<file path="config.mk">
export PLATFORM = sky130hd
export DESIGN_NAME = noc_packetizer
export DESIGN_NICKNAME = d
export VERILOG_FILES = /design/src/rtl/noc_packetizer.sv
export SDC_FILE = /design/constraint.sdc
export NUM_CORES = 1
export LEC_CHECK = 0
export ABC_AREA = 1
export ABC_CLOCK_PERIOD_IN_PS = 2800
export CORE_ASPECT_RATIO = 1.75
export CORE_UTILIZATION = 44
export CTS_CLUSTER_DIAMETER = 60
export DETAILED_ROUTE_END_ITERATION = 8
export GPL_TIMING_DRIVEN = 0
export PLACE_DENSITY = 0.84
export SYNTH_ARGS = -nofsm -noshare
export SYNTH_HDL_FRONTEND = slang
export SYNTH_SLANG_ARGS = --single-unit
</file>
<file path="constraint.sdc">
create_clock -name clk -period 2.8 [get_ports clk]
set_clock_uncertainty 0.15 [all_clocks]
set_input_delay 0.84 -clock clk [delete_from_list [all_inputs] [get_ports clk]]
set_output_delay 0.84 -clock clk [all_outputs]
set_load 0.01 [all_outputs]
</file>
<file path="src/rtl/noc_packetizer.sv">
// Injection-side network interface: turns a send request plus a payload stream
// into a HEAD/BODY/TAIL (or HEADTAIL) wormhole packet for the router local port.
module noc_packetizer #(
  parameter  int X_WIDTH    = 2,
  parameter  int Y_WIDTH    = 2,
  parameter  int DATA_WIDTH = 32,
  parameter  int MAX_LEN    = 4,
  localparam int LEN_W      = $clog2(MAX_LEN+1)
) (
  input  logic                  clk,
  input  logic                  rst_n,
  input  logic [X_WIDTH-1:0]    id_x,
  input  logic [Y_WIDTH-1:0]    id_y,
  input  logic                  req_valid,
  output logic                  req_ready,
  input  logic [X_WIDTH-1:0]    req_dst_x,
  input  logic [Y_WIDTH-1:0]    req_dst_y,
  input  logic [LEN_W-1:0]      req_len,
  input  logic                  data_valid,
  output logic                  data_ready,
  input  logic [DATA_WIDTH-1:0] data_in,
  output logic                  flit_valid,
  input  logic                  flit_ready,
  output logic [1:0]            flit_type,
  output logic [DATA_WIDTH-1:0] flit_data,
  output logic                  busy,
  output logic                  err_len,
  output logic [15:0]           pkt_count
);

  localparam logic [1:0] IDLE = 2'd0;
  localparam logic [1:0] HEAD = 2'd1;
  localparam logic [1:0] BODY = 2'd2;

  localparam logic [1:0] FT_HEAD     = 2'b00;
  localparam logic [1:0] FT_BODY     = 2'b01;
  localparam logic [1:0] FT_TAIL     = 2'b10;
  localparam logic [1:0] FT_HEADTAIL = 2'b11;

  localparam logic [LEN_W-1:0] MAXL = LEN_W'(MAX_LEN);

  // Packed MSB-first, so dst_y lands in the flit LSBs.
  typedef struct packed {
    logic [LEN_W-1:0]   len;
    logic [X_WIDTH-1:0] src_x;
    logic [Y_WIDTH-1:0] src_y;
    logic [X_WIDTH-1:0] dst_x;
    logic [Y_WIDTH-1:0] dst_y;
  } hdr_t;

  localparam int HDR_W = $bits(hdr_t);

  logic [1:0]            state;
  logic [X_WIDTH-1:0]    dst_x;
  logic [Y_WIDTH-1:0]    dst_y;
  logic [LEN_W-1:0]      len;
  logic [LEN_W-1:0]      remaining;
  hdr_t                  hdr;
  logic [DATA_WIDTH-1:0] hdr_data;

  always_comb begin
    hdr.len   = len;
    hdr.src_x = id_x;
    hdr.src_y = id_y;
    hdr.dst_x = dst_x;
    hdr.dst_y = dst_y;
    hdr_data  = '0;
    hdr_data[HDR_W-1:0] = hdr;
  end

  always_ff @(posedge clk or negedge rst_n) begin
    if (!rst_n) begin
      state     <= IDLE;
      dst_x     <= '0;
      dst_y     <= '0;
      len       <= '0;
      remaining <= '0;
      err_len   <= 1'b0;
      pkt_count <= '0;
    end else begin
      err_len <= 1'b0;
      case (state)
        IDLE: if (req_valid) begin
          dst_x   <= req_dst_x;
          dst_y   <= req_dst_y;
          len     <= (req_len > MAXL) ? MAXL : req_len;
          err_len <= (req_len > MAXL);
          state   <= HEAD;
        end
        HEAD: if (flit_ready) begin
          if (len == '0) begin
            state     <= IDLE;
            pkt_count <= pkt_count + 16'd1;
          end else begin
            state     <= BODY;
            remaining <= len;
          end
        end
        BODY: if (data_valid && flit_ready) begin
          remaining <= remaining - LEN_W'(1);
          if (remaining == LEN_W'(1)) begin
            state     <= IDLE;
            pkt_count <= pkt_count + 16'd1;
          end
        end
        default: state <= IDLE;
      endcase
    end
  end

  // Body flits are a straight pass-through of the payload handshake.
  always_comb begin
    req_ready  = 1'b0;
    data_ready = 1'b0;
    flit_valid = 1'b0;
    flit_type  = FT_HEAD;
    flit_data  = '0;
    case (state)
      IDLE: req_ready = 1'b1;
      HEAD: begin
        flit_valid = 1'b1;
        flit_type  = (len == '0) ? FT_HEADTAIL : FT_HEAD;
        flit_data  = hdr_data;
      end
      BODY: begin
        flit_valid = data_valid;
        data_ready = flit_ready;
        flit_type  = (remaining == LEN_W'(1)) ? FT_TAIL : FT_BODY;
        flit_data  = data_in;
      end
      default: ;
    endcase
  end

  assign busy = (state != IDLE);

endmodule

</file>
# Word level (Yosys, flattened, before mapping)
# Cells that the tools add are included.
# totals
output_inout_bits,55
ff_bits,29
# op_classes
eq_ne,9
addsub,2
mux,25
n_reduce_logical,9
order_cmp,1
# ops
operator,n
$mux W16,4
$pmux W32 S2,1
$pmux W16 S2,1
$add A16 B1 Y16 const B,1
$mux W2,7
$mux W3,4
$ne A2 B2 Y1 const B,6
$reduce_and A4 Y1,2
$pmux W2 S3,1
$pmux W3 S2,1
$reduce_and A5 Y1,1
$mux W1,4
$pmux W2 S2,1
$reduce_bool A2 Y1,2
$eq A3 B1 Y1 const B,1
$gt A3 B3 Y1 const B,1
$logic_not A3 Y1,1
$sub A3 B1 Y3 const B,1
$eq A2 B1 Y1 const B,1
$eq A2 B2 Y1 const B,1
$logic_not A2 Y1,1
$pmux W1 S2,1
$reduce_and A2 Y1,1
$logic_and A1 B1 Y1,1

# Longest topological paths before layout
# Gate-level depths: netlist of run 1.
# logic_depth
depth_word,4
ltp_mapped,11
ltp_nobuf,9

# Worst setup path before layout of run 1
# OpenSTA, ideal clock, no wires.
# synth_path
kind,register to output
startpoint,reg state[0]
endpoint,out flit_data[0]
setup_slack_ns,0.455
arrival_ns,1.355
path_buffers,2
required_ns,1.810
stages_incl_launch_ff,7
cell_sequence,dfrtp_1 > inv_1 > ha_1 > buf_4 > clkbuf_1 > nand2_1 > a21oi_1
# synth_between
elab_chain_len,2
# synth_lines
element,line_no,source
start: declaration,53,logic [1:0] state;
start signal: assignment,73,state <= IDLE;
start signal: assignment,88,state <= HEAD;
start signal: assignment,92,state <= IDLE;
$eq A2 B2 Y1 / $eq A2 B1 Y1 (equally long branches),118,case (state)
$pmux W32 S2 *,118,
end: declaration,25,"output logic [DATA_WIDTH-1:0] flit_data,"
# Every way passes the cells marked *; elsewhere a longest branch is shown, timed or not.

# Worst setup path in the final report of run 1
# layout_path
startpoint,in data_in[8]
endpoint,out flit_data[8]
# layout_between
elab_chain_len,1
# layout_lines
element,line_no,source
start: declaration,21,"input logic [DATA_WIDTH-1:0] data_in,"
$pmux W32 S2,118,
# No other way between the ends.

==> results of run 1 <==
what timing repair did:
action	CTS	global route
pin swaps	0	0
hold buffers	0	0
cloned	0	0
resized for setup	59	23
endpoints found under the setup margin	36	14
power groups by stage:
stage / logic, mW / registers, mW / clock network (mW)
finish: 1.40 / 0.607 / 0.377
global route: 1.55 / 0.621 / 0.400
CTS: 1.41 / 0.606 / 0.386
detailed placement: 1.41 / 0.609 / 0
global placement: 1.38 / 0.607 / 0
floorplan: 0.824 / 0.605 / 0
state kept, by name (all words and copies together) (netlist names):
register   flops
dst_x          2
dst_y          2
err_len        1
len            3
pkt_count     16
remaining      3
state          2
worst max-delay path by stage:
stage	slack, ns	cells after the start	startpoint	to
2_1_floorplan	0.45	6	state[0]	flit_data[0]
3_3_place_gp	-0.26	4	data_in[10]	flit_data[10]
3_5_place_dp	-0.28	4	data_valid	flit_valid
4_1_cts	0.008	4	data_in[8]	flit_data[8]
5_1_grt	-0.02	7	state[1]	flit_data[8]
6_report	0.03	4	data_in[8]	flit_data[8]
routing by layer:
layer	GRT usage [%]	up-vias
met4	18.6	0
met3	6.02	27
met1	23.3	1062
met2	52.2	102
met5	0	-
li1	-	1197
cell usage after synthesis, drive strengths merged:
cell type	instances
nand2	158
or2	1
buf	4
nand3	13
nor2	21
o21ai	12
dfrtp	29
nand3b	3
xor2	3
clkbuf	5
inv	48
a21oi	14
o211ai	1
xnor2	3
clkinv	1
nand4	4
ha	6
through the flow:
step | area (µm²) | hold slack, ns | setup WS [ns] | TNS, ns
2_1_floorplan | 2090 | 0.299 | 0.455 | 0
3_3_place_gp | 3170 | 0.315 | -0.256 | -5.26
3_5_place_dp | 3170 | 0.322 | -0.281 | -5.82
4_1_cts | 3300 | 0.338 | 0.00772 | 0
5_1_grt | 3270 | 0.356 | -0.0226 | -0.0226
6_report | 3270 | 0.340 | 0.0267 | 0
cell families after synthesis:
kind of cell / count (synthesis) / share of synthesized area (%)
and+or+nand+nor: 200 / 41.2
AOI/OAI and AO/OA: 27 / 6.59
adders and majority gates: 6 / 3.59
buffers and inverters: 58 / 11.4
DFF: 29 / 34.7
xor gates and xnor gates: 6 / 2.52
final cells by class:
cell class,instances,area [µm²],share of cell area (%)
buffer,9,104,3.18
clock buffer,7,96.3,2.95
clock inverter,1,5.00,0.153
inverter,49,184,5.63
multi-input combinational,239,1140,35.0
sequential,29,726,22.2
tap,51,63.8,1.95
timing repair buffer,102,945,28.9
tightest hold or removal path: stages (launching register included):
cell	delay, ns
dfrtp_1	0.34
nand2_1	0.05
nand2_1	0.06
==> key figures, run 1 <==
Critical path
  – Worst r2r dst: pkt_count[8]
  – Worst reg-to-reg setup slack: 0.95 ns
  – CP bufs+invs: 2
  – Type of origin of the critical path: input pin
  – Number of cells on the worst reg-to-reg path: 11
  – Cell chain of the critical path: clkdlybuf4s50_1 > nand2_1 > a21oi_2 > clkdlybuf4s15_2
  – Top fanout value on the critical path: 1
  – CP max stage cell: clkdlybuf4s50_1
  – Launch instance of the worst register-to-register path: state[1]
  – CP required: 1.81 ns
  – Critical Path End Type: primary output
  – Crit path DAT: 1.78 ns
  – Kind of critical path: input pin to primary output
  – Longest individual stage delay on the worst path: 0.45 ns
  – Family with the most delay on the worst path: buffers and inverters

Timing
  – Transition time at the pin with the least slew margin: 0.641 ns
  – Worst slew margin relative to its limit: 57.3%
  – Post-route minimum period: 2.77 ns
  – Setup repair after global routing missed its margin: true
  – Highest Clock Rate: 361 MHz
  – Final Max Slew Viols: 0
  – Endpoints failing hold: 0
  – Final setup fails: 0
  – Final Cycle Share: 99.0%

Pwr
  – Flop pwr share: 25.5%
  – Clock network fraction of total power: 15.8%
  – Total power consumption of the routed design: 2.38 mW
  – Pleak: 1.76 nW
  – Switching fraction of total power: 44.4%
  – Power per Cell Area: 730 nW/µm²
  – Net switching power figure: 1.06 mW
  – Part of the total power dissipated in combinational logic: 58.7%
  – Internal power: 1.33 mW
  – Largest vdd supply drop: 544 µV

Min path
  – Worst Hold Endpoint: dst_y[0]
  – Hold Path Cell Cnt: 2
  – Min-delay worst type: flop to flop
  – Source of the worst hold timing path: dst_y[0]

Clocking
  – CTS tree: built
  – Clock transition at the register clock pins on the worst setup and hold paths after CTS: 0.06 ns
  – Clock latency reported for the late side of the worst-skew pair: 0.28 ns
  – # Post-CTS Setup Buffers: 0
  – Number of buffers between clock root and the deepest sink: 2
  – CTS sink cnt: 29
  – Number of CTS-inserted buffers: 5
  – H-tree depth: 2
  – Root Driver: clkbuf_8

Floorplan
  – DIE AREA: 5040 µm²
  – Placement row count: 32
  – Effective utilization at floorplan: 46.6%
  – Die outline width: 54.1 µm
  – Vertical extent of the die: 93.2 µm
  – Placeable core region: 4480 µm²
  – Num ports: 103

Routing
  – Total Routed Length: 6400 µm
  – Vias per inst: 4.90
  – Met1 WL: 2110 µm
  – Total length of routed met2 wires: 3480 µm
  – Number of antenna-violating nets in the routed design: 0
  – Initial DRT Pass Iterations: 4
  – WL/cell: 13.1 µm
  – Via count: 2,388
  – Highest Signal Layer: met4
  – Met3 layer wire length in the routed design: 482 µm
  – Iteration-0 DRC Markers: 36
  – DRC: 0

Place
  – Cell Count Post-Placement: 479
  – Half-perimeter wire length of the detailed placement result: 5030 µm
  – Buffers added on ports: 102
  – Last weighted congestion value of the routability-driven placer: 0.852

Logic synthesis
  – Synthesis Warnings: 0
  – Average instance area after synthesis: 6.41 µm²
  – Total of flip-flops plus latches after synthesis: 29
  – Leading cell types by total area after synthesis: dfrtp_1 (35%), nand2_1 (27%), inv_1 (8.4%)
  – Synthesized instance count: 326
  – Count of distinct cell types in the synthesized netlist: 27
  – Synth top area share: 34.7%
  – Largest area contributor in the netlist: dfrtp_1
  – Post-synthesis instance area: 2090 µm²
  – Sequential element share of the synthesized area: 34.7%
  – Syn nets: 380

Final layout
  – Finished Layout Cells: 487
  – Number of diodes: 0
  – Number of filler instances in the final layout: 383
  – Core Util, Final: 72.8%
  – Signed area change from the synthesized netlist to the final layout: 56.3%
  – Most used cells in the layout excluding fill and tap cells: nand2_1 (151), clkdlybuf4s50_1 (65), inv_1 (45)
  – Ratio of cells with drive above 1 in the final layout: 11.2%
  – Most common cell after layout, fill and taps aside: nand2_1
  – Net count, final: 489

Global route
  – Via count of the first global-routing pass: 2,353
  – First-pass GRT wire length: 10,100 µm
  – Global-route usage over all layers: 27.6%
  – Maximum number of pins on one net before global-route repair: 30
  – Total congestion overflow after global routing: 0
  – Number of antenna violations at the first check in global routing: 0

Job
  – Max-cap violations: 0

Outcome
  – Status: complete, no violations
(Power assumes the default switching activity.)
==> run 2, diff against run 1 <==
Settings changed: CAP_MARGIN set to 20.
==> run 2 against run 1 <==
  * Fmax is 1.1% higher
  * Final area is 0.77% higher
  * Die area stayed put
  * First-iteration DRC count is 14% lower
  * Clock power hardly changed
  * Hold slack worse by 0.0022 ns
  * Sequential share of layout area is 0.17 points lower
  * Utilization is 0.56 points higher
  * Flip-flop and latch count stayed put
==> key figures, run 2 (synthesis gave the netlist of run 1 again) <==
Outcome
  – Status: complete, no violations

Clocking
  – Clock transition at the register clock pins on the worst setup and hold paths after CTS: 0.07 ns
  – H-tree depth: 2
  – Number of buffers between clock root and the deepest sink: 2
  – Quantity of hold-fixing buffers added after cts: 0
  – CTS tree: built
  – Clock latency reported for the late side of the worst-skew pair: 0.28 ns
  – CTS sink cnt: 29
  – Root Driver: clkbuf_8
  – Number of CTS-inserted buffers: 5

Global route
  – Number of antenna violations at the first check in global routing: 0
  – First-pass GRT wire length: 9990 µm
  – Total congestion overflow after global routing: 0
  – Via count of the first global-routing pass: 2,335
  – Maximum number of pins on one net before global-route repair: 18
  – Global-route usage over all layers: 27.1%

Floorplan
  – Placeable core region: 4480 µm²
  – DIE AREA: 5040 µm²
  – Num ports: 103
  – Effective utilization at floorplan: 46.6%
  – Placement row count: 32
  – Die outline width: 54.1 µm
  – Vertical extent of the die: 93.2 µm

Final layout
  – Core Util, Final: 73.4%
  – Largest regs: pkt_count (16), len (3), remaining (3)
  – Ratio of cells with drive above 1 in the final layout: 10.7%
  – Number of diodes: 0
  – Finished Layout Cells: 489
  – Most used cells in the layout excluding fill and tap cells: nand2_1 (151), clkdlybuf4s50_1 (66), inv_1 (45)
  – Cell area after layout: 3290 µm²
  – Net count, final: 491
  – Most flops, register: pkt_count
  – Flip-flop count of the largest register, all copies and words added: 16
  – Most common cell after layout, fill and taps aside: nand2_1
  – Signed area change from the synthesized netlist to the final layout: 57.5%

Critical path
  – Cell chain of the critical path: clkdlybuf4s50_1 > nand2_1 > a21oi_1 > dlygate4sd2_1
  – Longest individual stage delay on the worst path: 0.45 ns
  – Critical Path End Type: primary output
  – Critical path startpoint: id_y[1]
  – Type of origin of the critical path: input pin
  – CP max stage cell: clkdlybuf4s50_1
  – Kind of critical path: input pin to primary output
  – Crit path DAT: 1.75 ns
  – Launch instance of the worst register-to-register path: state[1]
  – CP required: 1.81 ns
  – Top fanout value on the critical path: 1

Timing
  – Endpoints failing hold: 0
  – Final Cycle Share: 97.9%
  – Final TNS setup: 0 ns
  – Setup repair after global routing missed its margin: false
  – Highest Clock Rate: 365 MHz
  – Post-route minimum period: 2.74 ns
  – Worst slew margin relative to its limit: 48.4%
  – Worst-case hold slack: 0.338 ns
  – Transition time at the pin with the least slew margin: 0.771 ns
  – Final setup fails: 0
  – Final Max Slew Viols: 0

Pwr
  – Largest vdd supply drop: 548 µV
  – Power per Cell Area: 727 nW/µm²
  – Pleak: 1.80 nW

Min path
  – Source of the worst hold timing path: dst_y[0]
  – Min-delay worst type: flop to flop

Place
  – Half-perimeter wire length of the detailed placement result: 5120 µm
  – Last weighted congestion value of the routability-driven placer: 0.852
  – Buffers added on ports: 102
  – Cell Count Post-Placement: 480
  – DP Area: 3190 µm²

Routing
  – WL/cell: 13.3 µm
  – Iteration-0 DRC Markers: 31
  – DRC: 0
  – Total Routed Length: 6510 µm
  – Via count: 2,390
  – Number of antenna-violating nets in the routed design: 0
  – Vias per inst: 4.89
  – Initial DRT Pass Iterations: 4

Job
  – Max-cap violations: 0
## run 2: critical path: cells and delay by family
| kind | cells | cell delay, ns |
|---|---|---|
| buffers and inverters | 2 | 0.74 |
| AOI/OAI and AO/OA | 1 | 0.12 |
| and+or+nand+nor | 1 | 0.05 |
## run 2: through the flow
| stage | power (mW) | worst slack, ns |
|---|---|---|
| after global routing | 2.56 | 0.00455 |
| after global placement | 1.98 | -0.256 |
| after detailed placement | 2.03 | -0.280 |
| after floorplan | 1.43 | 0.455 |
| after CTS | 2.40 | -0.104 |
| final | 2.39 | 0.0580 |
## run 2: worst paths after layout
path	end	slack, ns	depth (start not counted)
max	flit_data[5]	0.06	4
min	dst_y[0]	0.34	2
max reg2reg	pkt_count[11]	0.96	11
min reg2reg	dst_y[0]	0.34	2
max in group asynchronous	dst_x[0]	1.08	2
min in group asynchronous	pkt_count[9]	0.87	1
## run 2: final cells by class
| class | instances | area (µm²) |
|---|---|---|
| fillers | 386 | 1190 |
| multi-input cells | 239 | 1140 |
| repair buffers | 104 | 973 |
| flip-flops and latches | 29 | 726 |
| inverters | 49 | 184 |
| plain buffers | 9 | 104 |
| clock buffers | 7 | 96.3 |
| well taps | 51 | 63.8 |
| clock inverters | 1 | 5.00 |
## run 2: report_power, final
part | switching (mW) | total (mW) | internal [mW]
clock | 0.157 | 0.379 | 0.222
sequential | 0.0863 | 0.608 | 0.522
combinational | 0.817 | 1.40 | 0.586
## run 2: metal layers
layer / global-route usage (%) / vias up / part of all wire [%]
li1: - / 1202 / -
met5: 0 / - / 0
met1: 23.1 / 1064 / 34
met3: 4.39 / 24 / 6.4
met4: 13.0 / 0 / 3.7
met2: 54.4 / 100 / 56
## run 2: timing repair
item                       in CTS  in global routing
setup buffers                   0                  1
setup endpoints to repair      36                 15
gates resized for setup        54                 19
==> run 3, diff against run 2 <==
Settings changed: RECOVER_POWER set to 50, SKIP_CTS_REPAIR_TIMING set to 1, SLEW_MARGIN set to 10.
==> run 3 against run 2 <==
  * The flow now finishes with violations (max-capacitance violations, max-slew violations)
  * Sequential power about the same
  * Flip-flop and latch count is the same
  * Routed wire length is 0.66% higher
  * Fmax grew 1.4%
  * Total power shrank 1.0%
  * Highest routed layer unchanged
==> key figures, run 3 (synthesis gave the netlist of run 1 again) <==
Outcome
  – Status: finished, violations left
  – Violated checks: max-capacitance violations, max-slew violations

Timing
  – Worst-case hold slack: 0.331 ns
  – Post-route minimum period: 2.71 ns
  – Setup repair after global routing missed its margin: false
  – Worst slew margin relative to its limit: -3.93%
  – Final Cycle Share: 96.6%
  – Final setup fails: 0
  – Highest Clock Rate: 370 MHz
  – Transition time at the pin with the least slew margin: 1.56 ns
  – Final TNS setup: 0 ns
  – Final Max Slew Viols: 30
  – Endpoints failing hold: 0

Global route
  – First-pass GRT wire length: 10,100 µm
  – Global-route usage over all layers: 27.6%
  – Total congestion overflow after global routing: 0
  – Via count of the first global-routing pass: 2,352
  – Number of antenna violations at the first check in global routing: 0
  – Maximum number of pins on one net before global-route repair: 30

Routing
  – Via count: 2,436
  – Number of antenna-violating nets in the routed design: 0
  – DRC: 0
  – Total Routed Length: 6550 µm
  – Initial DRT Pass Iterations: 4
  – Vias per inst: 5.00
  – WL/cell: 13.5 µm
  – Iteration-0 DRC Markers: 42

Final layout
  – Most used cells in the layout excluding fill and tap cells: nand2_1 (152), clkdlybuf4s50_1 (57), inv_1 (45)
  – Finished Layout Cells: 487
  – Net count, final: 489
  – Flip-flop count of the largest register, all copies and words added: 16
  – Sequential standard cell area: 726 µm²
  – Ratio of cells with drive above 1 in the final layout: 8.26%
  – Largest regs: pkt_count (16), len (3), remaining (3)
  – Core Util, Final: 75.3%
  – Multi-input logic area: 1130 µm²
  – Most common cell after layout, fill and taps aside: nand2_1
  – Cell area after layout: 3370 µm²
  – Most flops, register: pkt_count
  – Signed area change from the synthesized netlist to the final layout: 61.5%
  – Number of diodes: 0
  – Number of filler instances in the final layout: 339

Pwr
  – Pleak: 2.25 nW
  – Largest vdd supply drop: 643 µV
  – Part of the total power dissipated in combinational logic: 58.0%
  – Flop pwr share: 25.7%
  – Clock network fraction of total power: 16.3%
  – Net switching power figure: 1.03 mW
  – Power per Cell Area: 701 nW/µm²
  – Internal power: 1.34 mW
  – Switching fraction of total power: 43.6%

Place
  – Buffers added on ports: 102
  – DP Area: 3170 µm²
  – Cell Count Post-Placement: 479
  – Half-perimeter wire length of the detailed placement result: 5050 µm
  – Last weighted congestion value of the routability-driven placer: 0.852

Floorplan
  – Effective utilization at floorplan: 46.6%
  – Vertical extent of the die: 93.2 µm
  – Num ports: 103
  – Placement row count: 32
  – Die outline width: 54.1 µm
  – DIE AREA: 5040 µm²
  – Placeable core region: 4480 µm²

Clocking
  – Number of CTS-inserted buffers: 5
  – CTS sink cnt: 29
  – Root Driver: clkbuf_8
  – H-tree depth: 2
  – CTS tree: built
  – Clock transition at the register clock pins on the worst setup and hold paths after CTS: 0.06 ns
  – Number of buffers between clock root and the deepest sink: 2
  – Clock latency reported for the late side of the worst-skew pair: 0.29 ns

Min path
  – Min-delay worst type: flop to flop
  – Source of the worst hold timing path: dst_y[1]

Job
  – Max-cap violations: 1

Critical path
  – Critical Path End Type: primary output
  – Crit path DAT: 1.72 ns
  – CP required: 1.81 ns
  – Critical path startpoint: data_valid
  – Worst reg-to-reg setup slack: 0.60 ns
  – Launch instance of the worst register-to-register path: state[1]
  – Type of origin of the critical path: input pin
  – Kind of critical path: input pin to primary output
  – Top fanout value on the critical path: 2
## run 3: changes by cell type in the layout (fill, tap and decap cells not counted), moves of 5 or more
cell / before / now
dlymetal6s2s_1: 1 / 34
dlygate4sd3_1: 0 / 8
dlygate4sd2_1: 26 / 0
clkdlybuf4s50_1: 66 / 57
clkbuf_2: 8 / 3
## run 3: through the flow
step                setup WS [ns]  total power [mW]
finish                     0.0948              2.37
CTS                        -0.579              2.41
floorplan                   0.455              1.43
global placement           -0.256              1.98
detailed placement         -0.281              2.02
global route               0.0310              2.54
## run 3: per-layer routing
| layer | global-route usage (%) | vias to the layer above | wire (µm) |
|---|---|---|---|
| met5 | 0 | - | 0 |
| met4 | 16.5 | 0 | 289 |
| met3 | 5.37 | 26 | 535 |
| met2 | 52.9 | 113 | 3550 |
| met1 | 23.9 | 1093 | 2180 |
| li1 | - | 1204 | - |
## run 3: power groups by stage
stage               combinational (mW)  clock [mW]  sequential (mW)
global route                      1.51       0.404            0.626
CTS                               1.41       0.388            0.606
global placement                  1.38           0            0.607
floorplan                        0.824           0            0.605
finish                            1.37       0.386            0.608
detailed placement                1.41           0            0.611
## run 3: final timing paths
check                               endpoint  cells after the start
worst min-delay path                dst_y[1]                      2
worst max register to register  pkt_count[3]                     11
min in group asynchronous           state[1]                      1
max in group asynchronous           dst_x[0]                      1
worst max-delay path              flit_valid                      4
worst min register to register      dst_y[1]                      2
## run 3: critical path, stage by stage
cell	delay (ns)
clkdlybuf4s50_1	0.48
nand2_1	0.05
a21oi_1	0.15
dlymetal6s2s_1	0.20
## run 3: cell type report
class | instances | share of cell area (%)
Buffer | 9 | 2.48
Clock buffer | 7 | 2.86
Clock inverter | 1 | 0.148
Inverter | 49 | 5.45
Multi-Input combinational cell | 239 | 33.4
Sequential cell | 29 | 21.5
Tap cell | 51 | 1.89
Timing Repair Buffer | 102 | 32.3
